## config.mk

```make
export PLATFORM = sky130hd
export DESIGN_NAME = axis_pkt_rr_sched
export DESIGN_NICKNAME = d
export VERILOG_FILES = /design/src/rtl/axis_pkt_rr_sched.sv
export SDC_FILE = /design/constraint.sdc
export NUM_CORES = 1
export LEC_CHECK = 0
export ABC_AREA = 1
export CAP_MARGIN = 20
export CORE_ASPECT_RATIO = 1.25
export CORE_UTILIZATION = 45
export DETAILED_ROUTE_END_ITERATION = 12
export GPL_ROUTABILITY_DRIVEN = 0
export PLACE_DENSITY = 0.87
export SLEW_MARGIN = 40
export SYNTH_ARGS = -nofsm -noshare
export SYNTH_HDL_FRONTEND = slang
export SYNTH_SLANG_ARGS = --single-unit
```

## constraint.sdc

```tcl
create_clock -name sys_clock -period 2.47 [get_ports sys_clock]
set_clock_uncertainty 0.15 [all_clocks]
set_input_delay 0.494 -clock sys_clock [delete_from_list [all_inputs] [get_ports sys_clock]]
set_output_delay 0.494 -clock sys_clock [all_outputs]
set_load 0.01 [all_outputs]
```

## src/rtl/axis_pkt_rr_sched.sv

```systemverilog
// Packet-level round-robin scheduler: grants one whole AXI-stream packet at a time
// to one of NUM requesters and passes its beats through to the shared output.
module axis_pkt_rr_sched #(
    parameter int NUM   = 4,
    parameter int DSIZE = 8,
    parameter int IDW   = 2
) (
    input  logic                 sys_clock,
    input  logic                 sys_rst,
    input  logic [NUM*DSIZE-1:0] s_tdata,
    input  logic [NUM-1:0]       s_tvalid,
    input  logic [NUM-1:0]       s_tlast,
    output logic [NUM-1:0]       s_tready,
    output logic [DSIZE-1:0]     m_tdata,
    output logic                 m_tvalid,
    output logic                 m_tlast,
    input  logic                 m_tready,
    output logic [IDW-1:0]       grant_id,
    output logic                 busy,
    output logic [15:0]          pkt_cnt
);

    typedef enum logic {
        IDLE  = 1'b0,
        BURST = 1'b1
    } state_t;

    state_t         state_q, state_d;
    logic [IDW-1:0] ptr_q, ptr_d;
    logic [IDW-1:0] grant_q, grant_d;
    logic [15:0]    pkt_cnt_q, pkt_cnt_d;

    logic           sel_found;
    logic [IDW-1:0] sel_idx;
    logic [IDW-1:0] cand;

    // Search ptr+1, ptr+2, ... modulo NUM; the first requester found wins.
    always_comb begin
        sel_found = 1'b0;
        sel_idx   = '0;
        cand      = '0;
        for (int k = 1; k <= NUM; k++) begin
            cand = IDW'((int'(ptr_q) + k) % NUM);
            if (!sel_found && s_tvalid[cand]) begin
                sel_found = 1'b1;
                sel_idx   = cand;
            end
        end
    end

    always_comb begin
        state_d   = state_q;
        ptr_d     = ptr_q;
        grant_d   = grant_q;
        pkt_cnt_d = pkt_cnt_q;
        m_tdata   = '0;
        m_tvalid  = 1'b0;
        m_tlast   = 1'b0;
        s_tready  = '0;
        case (state_q)
            IDLE: begin
                if (sel_found) begin
                    grant_d = sel_idx;
                    state_d = BURST;
                end
            end
            BURST: begin
                m_tdata            = s_tdata[grant_q*DSIZE +: DSIZE];
                m_tvalid           = s_tvalid[grant_q];
                m_tlast            = s_tlast[grant_q];
                s_tready[grant_q]  = m_tready;
                // The grant is released only by the tlast handshake of the locked stream.
                if (s_tvalid[grant_q] && m_tready && s_tlast[grant_q]) begin
                    ptr_d     = grant_q;
                    pkt_cnt_d = pkt_cnt_q + 16'd1;
                    state_d   = IDLE;
                end
            end
            default: state_d = IDLE;
        endcase
    end

    always_ff @(posedge sys_clock) begin
        if (sys_rst) begin
            state_q   <= IDLE;
            ptr_q     <= IDW'(NUM - 1);
            grant_q   <= '0;
            pkt_cnt_q <= '0;
        end else begin
            state_q   <= state_d;
            ptr_q     <= ptr_d;
            grant_q   <= grant_d;
            pkt_cnt_q <= pkt_cnt_d;
        end
    end

    assign grant_id = grant_q;
    assign busy     = (state_q == BURST);
    assign pkt_cnt  = pkt_cnt_q;

endmodule

```

# After elaboration in Yosys (flattened, before gate mapping)
# Index checks and enable logic that the tools add are counted.
dict set report totals {
  regBits 21
  input_bits 43
  out_inout_bits 33
  elab_cells 58
}
dict set report classes {
  n_addsub 5
  magnitude_cmp 6
  shift 1
  n_mux 29
  n_bitwise 2
  reduce_logical 11
}
# cell n
set ops {}
lappend ops {{$shiftx A32 B6 Y8} 1}
lappend ops {{$add A16 B1 Y16 const B} 1}
lappend ops {{$lt A2 B3 Y1 const B} 5}
lappend ops {{$mux W1} 15}
lappend ops {{$bmux W1 S2} 6}
lappend ops {{$mux W2} 4}
lappend ops {{$mux W8} 1}
lappend ops {{$logic_and A1 B1 Y1} 6}
lappend ops {{$add A2 B1 Y2 const B} 2}
lappend ops {{$add A2 B2 Y2 const B} 2}
lappend ops {{$and A4 B4 Y4} 1}
lappend ops {{$mux W4} 1}
lappend ops {{$reduce_and A2 Y1} 2}
lappend ops {{$logic_not A1 Y1} 3}
lappend ops {{$demux W1 S2} 1}
lappend ops {{$ge A2 B1 Y1 const B} 1}
lappend ops {{$pmux W1 S2} 1}
lappend ops {{$not A1 Y1} 1}

# Depth between registers and ports, before layout
# Gate-level depths: netlist of the first run.
dict set report logic_depth {
  ltp_word 15
  ltp_mapped 12
  depth_no_buf 11
}

# Least setup slack after synthesis of the first run
# Ideal clock, no wire load.
dict set report synth_path {
  path_kind {register -> output}
  from {register grant_q[0] (netlist: grant_id[0])}
  to {output m_tlast}
  arrival_ns 1.085
  setup_slack_ns 0.741
  path_stages_with_launch 8
  n_path_buf 0
  cell_sequence {dfxtp_1 inv_4 nand2_2 inv_4 nand2_2 nand2_1 nor2_2 nor2_1}
}
dict set report synth_via {
  elab_chain_len 3
}
# item line
set synth_lines {}
lappend synth_lines {{start, declared} 30} ;# logic [IDW-1:0] grant_q, grant_d;
lappend synth_lines {{start signal, assigned} 92} ;# grant_q <= grant_d;
lappend synth_lines {{$bmux W1 S2} 70} ;# m_tlast = s_tlast[grant_q];
lappend synth_lines {{$mux W1 (implied by the code)} 70}
lappend synth_lines {{$mux W1} 60} ;# case (state_q)
lappend synth_lines {{end, declared} 16} ;# output logic m_tlast,
# Every way passes these cells. The select of a mux whose other input is x is not followed.

# Worst setup path after layout of the first run
dict set report layout_path {
  from {register grant_q[1] (netlist: grant_id[1])}
  to {output m_tdata[5]}
}
dict set report layout_via {
  elab_chain_len 2
}
# item line
set layout_lines {}
lappend layout_lines {{$shiftx A32 B6 Y8} 68} ;# m_tdata = s_tdata[grant_q*DSIZE +: DSIZE];
lappend layout_lines {{$mux W8} 60}
lappend layout_lines {{end, declared} 14} ;# output logic [DSIZE-1:0] m_tdata,
# Every way passes these cells.

==> flow_summary.json, run 1 <==
{
  "syn_area_um2": 1669,
  "fp.dieH_um": 70.09,
  "cp-end-kind": "output port",
  "synth_compound_area_share_pct": 14.02,
  "antenna_found_initial": 0,
  "synth_xor_area_share_pct": 6.822,
  "route.antenna.remaining_nets": 0,
  "drc": 0,
  "dr.pass1.iters": 4,
  "fin_nets": 400,
  "final_common_cell": "nand2_1",
  "layout-drive-gt1-share_pct": 9.859,
  "via_per_inst": 5.180,
  "core-area_um2": 3513,
  "yosysWarnings": 0,
  "cts-root-buf": "clkbuf_8",
  "max_clock_freq_mhz": 411.7,
  "synth_seq_cells": 21,
  "fin_crit_sh_pct": 98.35,
  "finalSetupViolCount": 0,
  "ys_seq_area_share_pct": 25.19,
  "cp_data_arrival_time_ns": 1.79,
  "setup_ws_ns": 0.04082,
  "min-delay-path-class": "reg -> reg",
  "start_kind": "flop",
  "pre_cts_slack_ns": -0.08315,
  "area_growth_syn_to_layout_pct": 53.52,
  "worstSetupPathType": "reg -> out",
  "hold_viol_final": 0,
  "grt-ovfl-total": 0,
  "die_area_um2": 3958,
  "grt_pass1_wl_mm": 8.273,
  "die_w_um": 56.47,
  "cts_buffers": 3,
  "clk_latency_ns": 0.27,
  "crit_fanout": 9,
  "leakage_nw": 1.149,
  "final_cell_mix": "nand2_1, clkdlybuf4s50_1, nor2_1, inv_1, nand3_1",
  "cts.sinks": 21,
  "status": "complete, no violations",
  "htreeDepth": 1,
  "powerDensity_nw_per_um2": 401.8,
  "relSlewSlack_pct": 70.41,
  "worstMarginPinSlew_ns": 0.4433,
  "pin_count": 76,
  "clk_pin_slew_ns": 0.08,
  "clock_path_buffers": 2,
  "num_antenna_cells": 0,
  "fin_crit_ns": 2.429,
  "synth_fp_nets": 317,
  "dp_hpwl_mm": 3.745,
  "avgRoutedWirePerCell_um": 12.65,
  "drv_cap": 0,
  "num_rows": 24,
  "cp.required_ns": 1.83,
  "port_buffers": 75,
  "track_usage_pct": 25.73,
  "start_util_pct": 47.51,
  "n_fill_cell": 285,
  "synth_adder_area_share_pct": 0.7496,
  "total_power_mw": 1.030,
  "vias": 2041,
  "synth.avg_cell_area_um2": 6.114,
  "grt_pass1_vias": 1902,
  "cts_tree": "yes",
  "wirelength_mm": 4.983,
  "worst_ir_drop_vdd_v": 0.0004022,
  "synth_simple_gate_area_share_pct": 43.40,
  "syn_inst": 273,
  "synth_top_family_by_area": "simple AND/OR/NAND/NOR gates",
  "drt_iter0_drc": 130,
  "grt_start_max_net_pins": 23,
  "synth_mux_area_share_pct": 0,
  "hold_buffers": 0,
  "yosysUniqueCellTypes": 27,
  "maxSlewViolCount": 0
}
==> sequential cells by signal, summed over array words and instances (netlist names) <==
signal	flops
pkt_cnt	16
grant_id	2
ptr_q	2
busy	1
==> area by class of cell <==
class	instances	area [um^2]	area share, %
well taps	39	48.80	1.904
clock buffers	3	41.29	1.611
inverters	26	106.4	4.150
flip-flops and latches	21	425.4	16.60
clock inverters	1	5.005	0.1953
multi-input cells	218	1085	42.33
repair buffers	86	850.8	33.20
==> cells in the mapped netlist, drive strengths merged <==
| cell | count | area share, % |
|---|---|---|
| xnor2 | 6 | 3.1 |
| nor3 | 5 | 1.5 |
| clkbuf | 2 | 0.45 |
| buf | 6 | 3.0 |
| clkinv | 1 | 0.30 |
| xor2 | 7 | 3.7 |
| o211ai | 2 | 0.90 |
| nand3 | 21 | 6.3 |
| nand4 | 4 | 1.5 |
| a31oi | 9 | 3.4 |
| inv | 25 | 6.1 |
| dfxtp | 21 | 25 |
| ha | 1 | 0.75 |
| a21oi | 19 | 6.1 |
| nand2 | 110 | 26 |
| a22oi | 8 | 3.6 |
| nor2 | 26 | 7.9 |
==> path summary, 6_finish.rpt <==
path	start	to	cells after the start	slack, ns
max	grant_id[1]	m_tdata[5]	5	0.04
min reg2reg	pkt_cnt[9]	pkt_cnt[9]	2	0.37
min	pkt_cnt[9]	pkt_cnt[9]	2	0.37
max reg2reg	ptr_q[0]	grant_id[0]	11	0.49
==> per-stage QoR <==
step / TNS (ns) / cells / util, % / cell area [um^2] / hold slack (ns)
finish: 0 / 394 / 72.93 / 2562 / 0.3717
global route: -0.03325 / 394 / 72.93 / 2562 / 0.3941
CTS: 0 / 391 / 71.65 / 2517 / 0.3707
detailed placement: -0.08533 / 387 / 70.33 / 2471 / 0.3593
global placement: -0.05004 / 387 / 70.33 / 2471 / 0.3506
floorplan: 0 / 273 / - / 1669 / 0.3727
==> where the power goes <==
| group | total, mW | leakage [nW] | switching (mW) | internal, mW |
|---|---|---|---|---|
| sequential | 0.373 | 0.171 | 0.0226 | 0.350 |
| combinational | 0.427 | 0.952 | 0.213 | 0.214 |
| clock | 0.230 | 0.0255 | 0.117 | 0.113 |
| total | 1.03 | 1.15 | 0.353 | 0.677 |
==> cell families (layout without fill, tap and decap cells) <==
| family | count (synthesis) | count (layout) |
|---|---|---|
| AOI/OAI and AO/OA | 38 | 38 |
| and+or+nand+nor | 166 | 166 |
| buffers and inverters | 34 | 116 |
| xor gates and xnor gates | 13 | 13 |
| DFF | 21 | 21 |
| adders and majority gates | 1 | 1 |
==> repair_timing <==
action                                 in CTS  in global routing
gates resized for setup                     4                  9
pin swaps                                   0                  1
setup endpoints to repair                  11                  9
endpoints found under the hold margin       0                  0
setup buffers                               0                  3
==> metal layers <==
metal,share of wire [%],up-vias,GRT usage [%]
met5,0,-,0
met4,0.68,0,6.775
met3,8.3,3,6.667
met2,49,79,45.49
met1,42,907,30.28
li1,-,1052,-
==> critical path, cell delays in order, from the launching register on <==
cell and delay, ns:
dfxtp_4 0.38, buf_4 0.16, nor2_8 0.18, a22oi_1 0.11
a31oi_1 0.14, clkdlybuf4s50_1 0.55
No activity file was read; power rests on OpenSTA's default activity.
==> run 2: changes to the inputs <==
--- a/config.mk
+++ b/config.mk
@@ -7,11 +7,13 @@
 export LEC_CHECK = 0
 export ABC_AREA = 1
 export CAP_MARGIN = 20
+export CELL_PAD_IN_SITES_DETAIL_PLACEMENT = 0
+export CELL_PAD_IN_SITES_GLOBAL_PLACEMENT = 1
 export CORE_ASPECT_RATIO = 1.25
-export CORE_UTILIZATION = 45
+export CORE_UTILIZATION = 25
 export DETAILED_ROUTE_END_ITERATION = 12
 export GPL_ROUTABILITY_DRIVEN = 0
-export PLACE_DENSITY = 0.87
+export PLACE_DENSITY = 0.78
 export SLEW_MARGIN = 40
 export SYNTH_ARGS = -nofsm -noshare
 export SYNTH_HDL_FRONTEND = slang
==> constraint.sdc (replaced) <==
create_clock -name sys_clock -period 2 [get_ports sys_clock]
set_clock_uncertainty 0.15 [all_clocks]
set_input_delay 0.4 -clock sys_clock [delete_from_list [all_inputs] [get_ports sys_clock]]
set_output_delay 0.4 -clock sys_clock [all_outputs]
set_load 0.01 [all_outputs]
==> run 2 against run 1 <==
Total power up 32%. Non-clock buffer count up 22. Cell count up 18%. Count of clock-buffer cells in the layout up 1. Worst setup slack better by 0.025 ns. First-iteration DRC count down 48%. Sequential share of layout area down 1.2 points. Cell area up 8.5%. Clock power up 20%. Register-to-register slack worse by 0.29 ns. Via count up 1.9%. Worst hold slack worse by 0.0069 ns.
==> flow_summary.json, run 2 (same netlist as run 1, synthesis figures left out) <==
{
  "cts-root-buf": "clkbuf_8",
  "clk_pin_slew_ns": 0.08,
  "die_area_um2": 7009,
  "area_growth_syn_to_layout_pct": 66.64,
  "drc": 0,
  "antenna_found_initial": 0,
  "cts.sinks": 21,
  "htreeDepth": 1,
  "n_fill_cell": 709,
  "num_antenna_cells": 0,
  "grt_start_max_net_pins": 17,
  "setup_ws_ns": 0.06571,
  "grt-ovfl-total": 0,
  "hold_viol_final": 0,
  "worstSetupPathType": "in -> out",
  "crit_fanout": 2,
  "relSlewSlack_pct": 73.50,
  "met1_length_mm": 2.451,
  "p_sw_uw": 464.1,
  "grt_pass1_wl_mm": 9.128,
  "clk_latency_ns": 0.25,
  "start_kind": "input pin",
  "netSwitchingFraction_pct": 34.16,
  "fin_cells": 463,
  "leakage_nw": 1.174,
  "cts_buffers": 3,
  "pre_cts_slack_ns": -0.3706,
  "r2r-end": "pkt_cnt[10]",
  "multi_input_area_um2": 1116,
  "max_clock_freq_mhz": 517.0,
  "cts_tree": "yes",
  "wl_met2_mm": 2.738,
  "seq_power_share_pct": 33.7,
  "fin_crit_ns": 1.934,
  "dr.pass1.iters": 4,
  "via_per_inst": 4.490,
  "layout-drive-gt1-share_pct": 19.05,
  "vias": 2079,
  "r2r_start": "grant_id[0]",
  "intPower_uw": 894.3,
  "track_usage_pct": 16.52,
  "num_rows": 32,
  "r2r_slack_ns": 0.20,
  "cp.required_ns": 1.45,
  "grt_pass1_vias": 2024,
  "combPwrFrac_pct": 45.9,
  "fp.dieH_um": 93.36,
  "fin_nets": 423,
  "r2r_cells": 11,
  "cp_data_arrival_time_ns": 1.38,
  "status": "complete, no violations",
  "port_buffers": 75,
  "finalSetupViolCount": 0,
  "final_common_cell": "nand2_1",
  "avgRoutedWirePerCell_um": 12.20,
  "power.share.clock_pct": 20.4,
  "worstMarginPinSlew_ns": 0.3971,
  "final_cell_mix": "nand2_1, clkdlybuf4s50_1, buf_4",
  "total_power_mw": 1.358,
  "core-area_um2": 6326,
  "min-delay-path-class": "reg -> reg",
  "route.antenna.remaining_nets": 0,
  "pin_count": 76,
  "drv_cap": 0,
  "top_layer_used": "met4",
  "worst_ir_drop_vdd_v": 0.0003139,
  "register_area_um2": 427.9,
  "maxSlewViolCount": 0,
  "clock_path_buffers": 2,
  "dp_hpwl_mm": 4.260,
  "largest_reg_flops": 16,
  "endpoint": "m_tvalid",
  "grt_setup_unrepaired": "true",
  "die_w_um": 75.08,
  "wirelength_mm": 5.650,
  "cp-end-kind": "output port",
  "placed_cells": 454,
  "start_util_pct": 26.38,
  "startpoint": "s_tvalid[1]",
  "drt_iter0_drc": 67,
  "fin_crit_sh_pct": 96.71,
  "met3_length_um": 436,
  "powerDensity_nw_per_um2": 488.4
}
==> run 2: cell count changes in the layout (fill, tap and decap cells not counted), sizes merged <==
| cell | delta |
|---|---|
| buf | +28 |
| dlymetal6s2s | -7 |
| clkbuf | +5 |
| clkdlybuf4s50 | -5 |
| clkdlybuf4s15 | +1 |
| dlygate4sd2 | +1 |
| inv | -1 |
| nor2 | +1 |
==> run 2: worst min path at each step <==
stage	startpoint	end	slack (ns)	cells after the start
2_1_floorplan	pkt_cnt[3]	pkt_cnt[3]	0.37	2
3_3_place_gp	pkt_cnt[15]	pkt_cnt[15]	0.35	2
3_5_place_dp	pkt_cnt[9]	pkt_cnt[9]	0.36	2
4_1_cts	pkt_cnt[15]	pkt_cnt[15]	0.37	2
5_1_grt	pkt_cnt[15]	pkt_cnt[15]	0.40	2
6_report	pkt_cnt[9]	pkt_cnt[9]	0.36	2
==> run 2: timing repair <==
item	CTS	global route
pin swaps	2	2
setup buffers	2	2
setup endpoints to repair	16	13
cloned	1	0
hold buffers	0	0
gates resized for setup	45	15
==> run 2: worst max-delay path, cell delays in order <==
cell,delay [ns]
clkdlybuf4s50_1,0.48
inv_1,0.06
nor2_1,0.09
a21oi_1,0.06
a31oi_1,0.13
buf_2,0.16
==> run 2: per-layer routing <==
layer / vias up / global-route usage [%]
met1: 905 / 19.01
met3: 2 / 2.694
met5: - / 0
met4: 0 / 2.358
met2: 73 / 31.53
li1: 1099 / -
==> run 2: cell type report <==
cell class | count | area share [%]
Multi-Input combinational cell | 219 | 40.13
Timing Repair Buffer | 108 | 34.82
Sequential cell | 21 | 15.38
Inverter | 26 | 4.229
Tap cell | 85 | 3.824
Clock buffer | 4 | 1.619
==> run 2: power by group through the flow <==
stage          logic (mW)  registers [mW]  clock network [mW]
3_5_place_dp        0.616           0.463                   0
5_1_grt             0.688           0.462               0.301
4_1_cts             0.629           0.458               0.285
2_1_floorplan       0.283           0.460                   0
6_report            0.623           0.458               0.277
3_3_place_gp        0.612           0.462                   0
==> run 2: through the flow <==
| step | hold WS [ns] | TNS [ns] | utilization (%) | area, um^2 |
|---|---|---|---|---|
| 2_1_floorplan | 0.3727 | 0 | - | 1669 |
| 3_3_place_gp | 0.3497 | -3.668 | 42.66 | 2699 |
| 3_5_place_dp | 0.3560 | -4.196 | 42.66 | 2699 |
| 4_1_cts | 0.3681 | 0 | 44.07 | 2788 |
| 5_1_grt | 0.3998 | -0.01204 | 43.97 | 2781 |
| 6_report | 0.3647 | 0 | 43.97 | 2781 |
==> run 3: changes to the inputs <==
--- a/config.mk
+++ b/config.mk
@@ -10,6 +10,7 @@
 export CELL_PAD_IN_SITES_DETAIL_PLACEMENT = 0
 export CELL_PAD_IN_SITES_GLOBAL_PLACEMENT = 1
 export CORE_ASPECT_RATIO = 1.25
+export CORE_MARGIN = 5
 export CORE_UTILIZATION = 25
 export DETAILED_ROUTE_END_ITERATION = 12
 export GPL_ROUTABILITY_DRIVEN = 0
==> run 3 against run 2 <==
Non-clock buffer count is 4 higher. Die area rose by 20%. Critical path depth did not move.
==> flow_summary.json, run 3 (same netlist as run 1, synthesis figures left out) <==
{
  "start_kind": "flop",
  "dp_hpwl_mm": 4.653,
  "worst_ir_drop_vdd_v": 0.0003845,
  "vias": 2085,
  "core-area_um2": 6524,
  "cts.sinks": 21,
  "grt_pass1_wl_mm": 9.687,
  "track_usage_pct": 13.77,
  "final_cell_mix": "nand2_1, clkdlybuf4s50_1, buf_4",
  "fp.dieH_um": 101.4,
  "placed_cells": 461,
  "area_growth_syn_to_layout_pct": 69.79,
  "fin_crit_ns": 1.975,
  "tns_ns": 0,
  "grt-ovfl-total": 0,
  "hold_viol_final": 0,
  "cts_tree": "yes",
  "layout-drive-gt1-share_pct": 20.89,
  "min-delay-path-class": "reg -> reg",
  "relSlewSlack_pct": 72.63,
  "cp.required_ns": 1.45,
  "path_buf_inv": 3,
  "pre_cts_slack_ns": -0.3970,
  "htreeDepth": 1,
  "grt_pass1_vias": 2070,
  "final_common_cell": "nand2_1",
  "grt_setup_unrepaired": "true",
  "port_buffers": 75,
  "cts_buffers": 3,
  "status": "complete, no violations",
  "setup_ws_ns": 0.02529,
  "largest_reg_flops": 16,
  "num_rows": 33,
  "leakage_nw": 1.209,
  "num_antenna_cells": 0,
  "cp-end-kind": "output port",
  "pin_count": 76,
  "slowest_stage": "dfxtp_4",
  "maxSlewViolCount": 0,
  "grt_start_max_net_pins": 17,
  "worstSetupPathType": "reg -> out",
  "avgRoutedWirePerCell_um": 12.50,
  "final_util_pct": 43.44,
  "antenna_found_initial": 0,
  "drv_cap": 0,
  "critical-path-max-stage-delay_ns": 0.38,
  "clock_path_buffers": 2,
  "worstPathCellList": "buf_6, nor2_4, buf_12, a22oi_1, a31oi_1, buf_2",
  "die_w_um": 83.08,
  "cts-root-buf": "clkbuf_8",
  "worstMarginPinSlew_ns": 0.4101,
  "die_area_um2": 8421,
  "drc": 0,
  "start_util_pct": 25.58,
  "drt_iter0_drc": 50,
  "wirelength_mm": 5.874,
  "fin_nets": 428,
  "holdWs_ns": 0.3644,
  "clk_latency_ns": 0.26,
  "crit_fanout": 6,
  "max_clock_freq_mhz": 506.4,
  "finalSetupViolCount": 0,
  "dr.pass1.iters": 4,
  "clk_pin_slew_ns": 0.08,
  "cp_data_arrival_time_ns": 1.42,
  "fin_crit_sh_pct": 98.74,
  "route.antenna.remaining_nets": 0,
  "fin_cells": 470,
  "via_per_inst": 4.436,
  "powerDensity_nw_per_um2": 487.8,
  "path_delay_family": "buffers and inverters"
}
## run 3: cell types whose count changed in the layout (fill, tap and decap cells not counted), sizes merged
| cell | previous run | this run |
|---|---|---|
| clkinvlp | 0 | 1 |
| clkbuf | 8 | 3 |
| dlymetal6s2s | 1 | 2 |
| buf | 39 | 47 |
| clkinv | 2 | 1 |
| clkdlybuf4s50 | 60 | 59 |
| inv | 24 | 26 |
## run 3: cell type report
cell class / instances / area, um^2
clock buffer: 3 / 41.29
fill: 711 / 3690
clock inverter: 1 / 5.005
multi-input combinational: 219 / 1130
sequential: 21 / 427.9
tap: 87 / 108.9
inverter: 26 / 110.1
timing repair inverter: 1 / 7.507
timing repair buffer: 112 / 1003
## run 3: what timing repair did
action,in CTS,in global routing
setup endpoints to repair,16,14
pin swaps,3,8
cloned,2,0
setup buffers,1,2
hold buffers,0,0
gates resized for setup,52,13
## run 3: path summary, 6_finish.rpt
kind,from,end,slack (ns),depth (start not counted)
max,grant_id[0],m_tdata[3],0.03,6
min,pkt_cnt[15],pkt_cnt[15],0.36,2
max reg2reg,grant_id[0],pkt_cnt[9],0.20,12
min reg2reg,pkt_cnt[15],pkt_cnt[15],0.36,2
## run 3: routing by layer
layer / track usage, % / wire length (um) / vias up
li1: - / - / 1103
met1: 15.79 / 2596 / 891
met2: 25.31 / 2782 / 81
met3: 3.743 / 381 / 10
met4: 3.648 / 114 / 0
met5: 0 / 0 / -
## run 3: report_power, final
part           switching [mW]  total (mW)  internal [mW]  leakage [nW]
clock network           0.136       0.275          0.139        0.0255
registers              0.0220       0.455          0.433         0.171
logic                   0.321       0.653          0.332          1.01
total                   0.478        1.38          0.904          1.21
## run 3: worst min-delay path, cell delays in order (launching register included)
cell	delay, ns
dfxtp_1	0.34
nand2_1	0.09
a21oi_2	0.05
## run 3: per-stage QoR
step	instance area (um^2)	power [mW]
after floorplan	1669	0.7433
after global placement	2739	1.092
after detailed placement	2739	1.094
after CTS	2785	1.378
after global routing	2834	1.470
final	2834	1.383
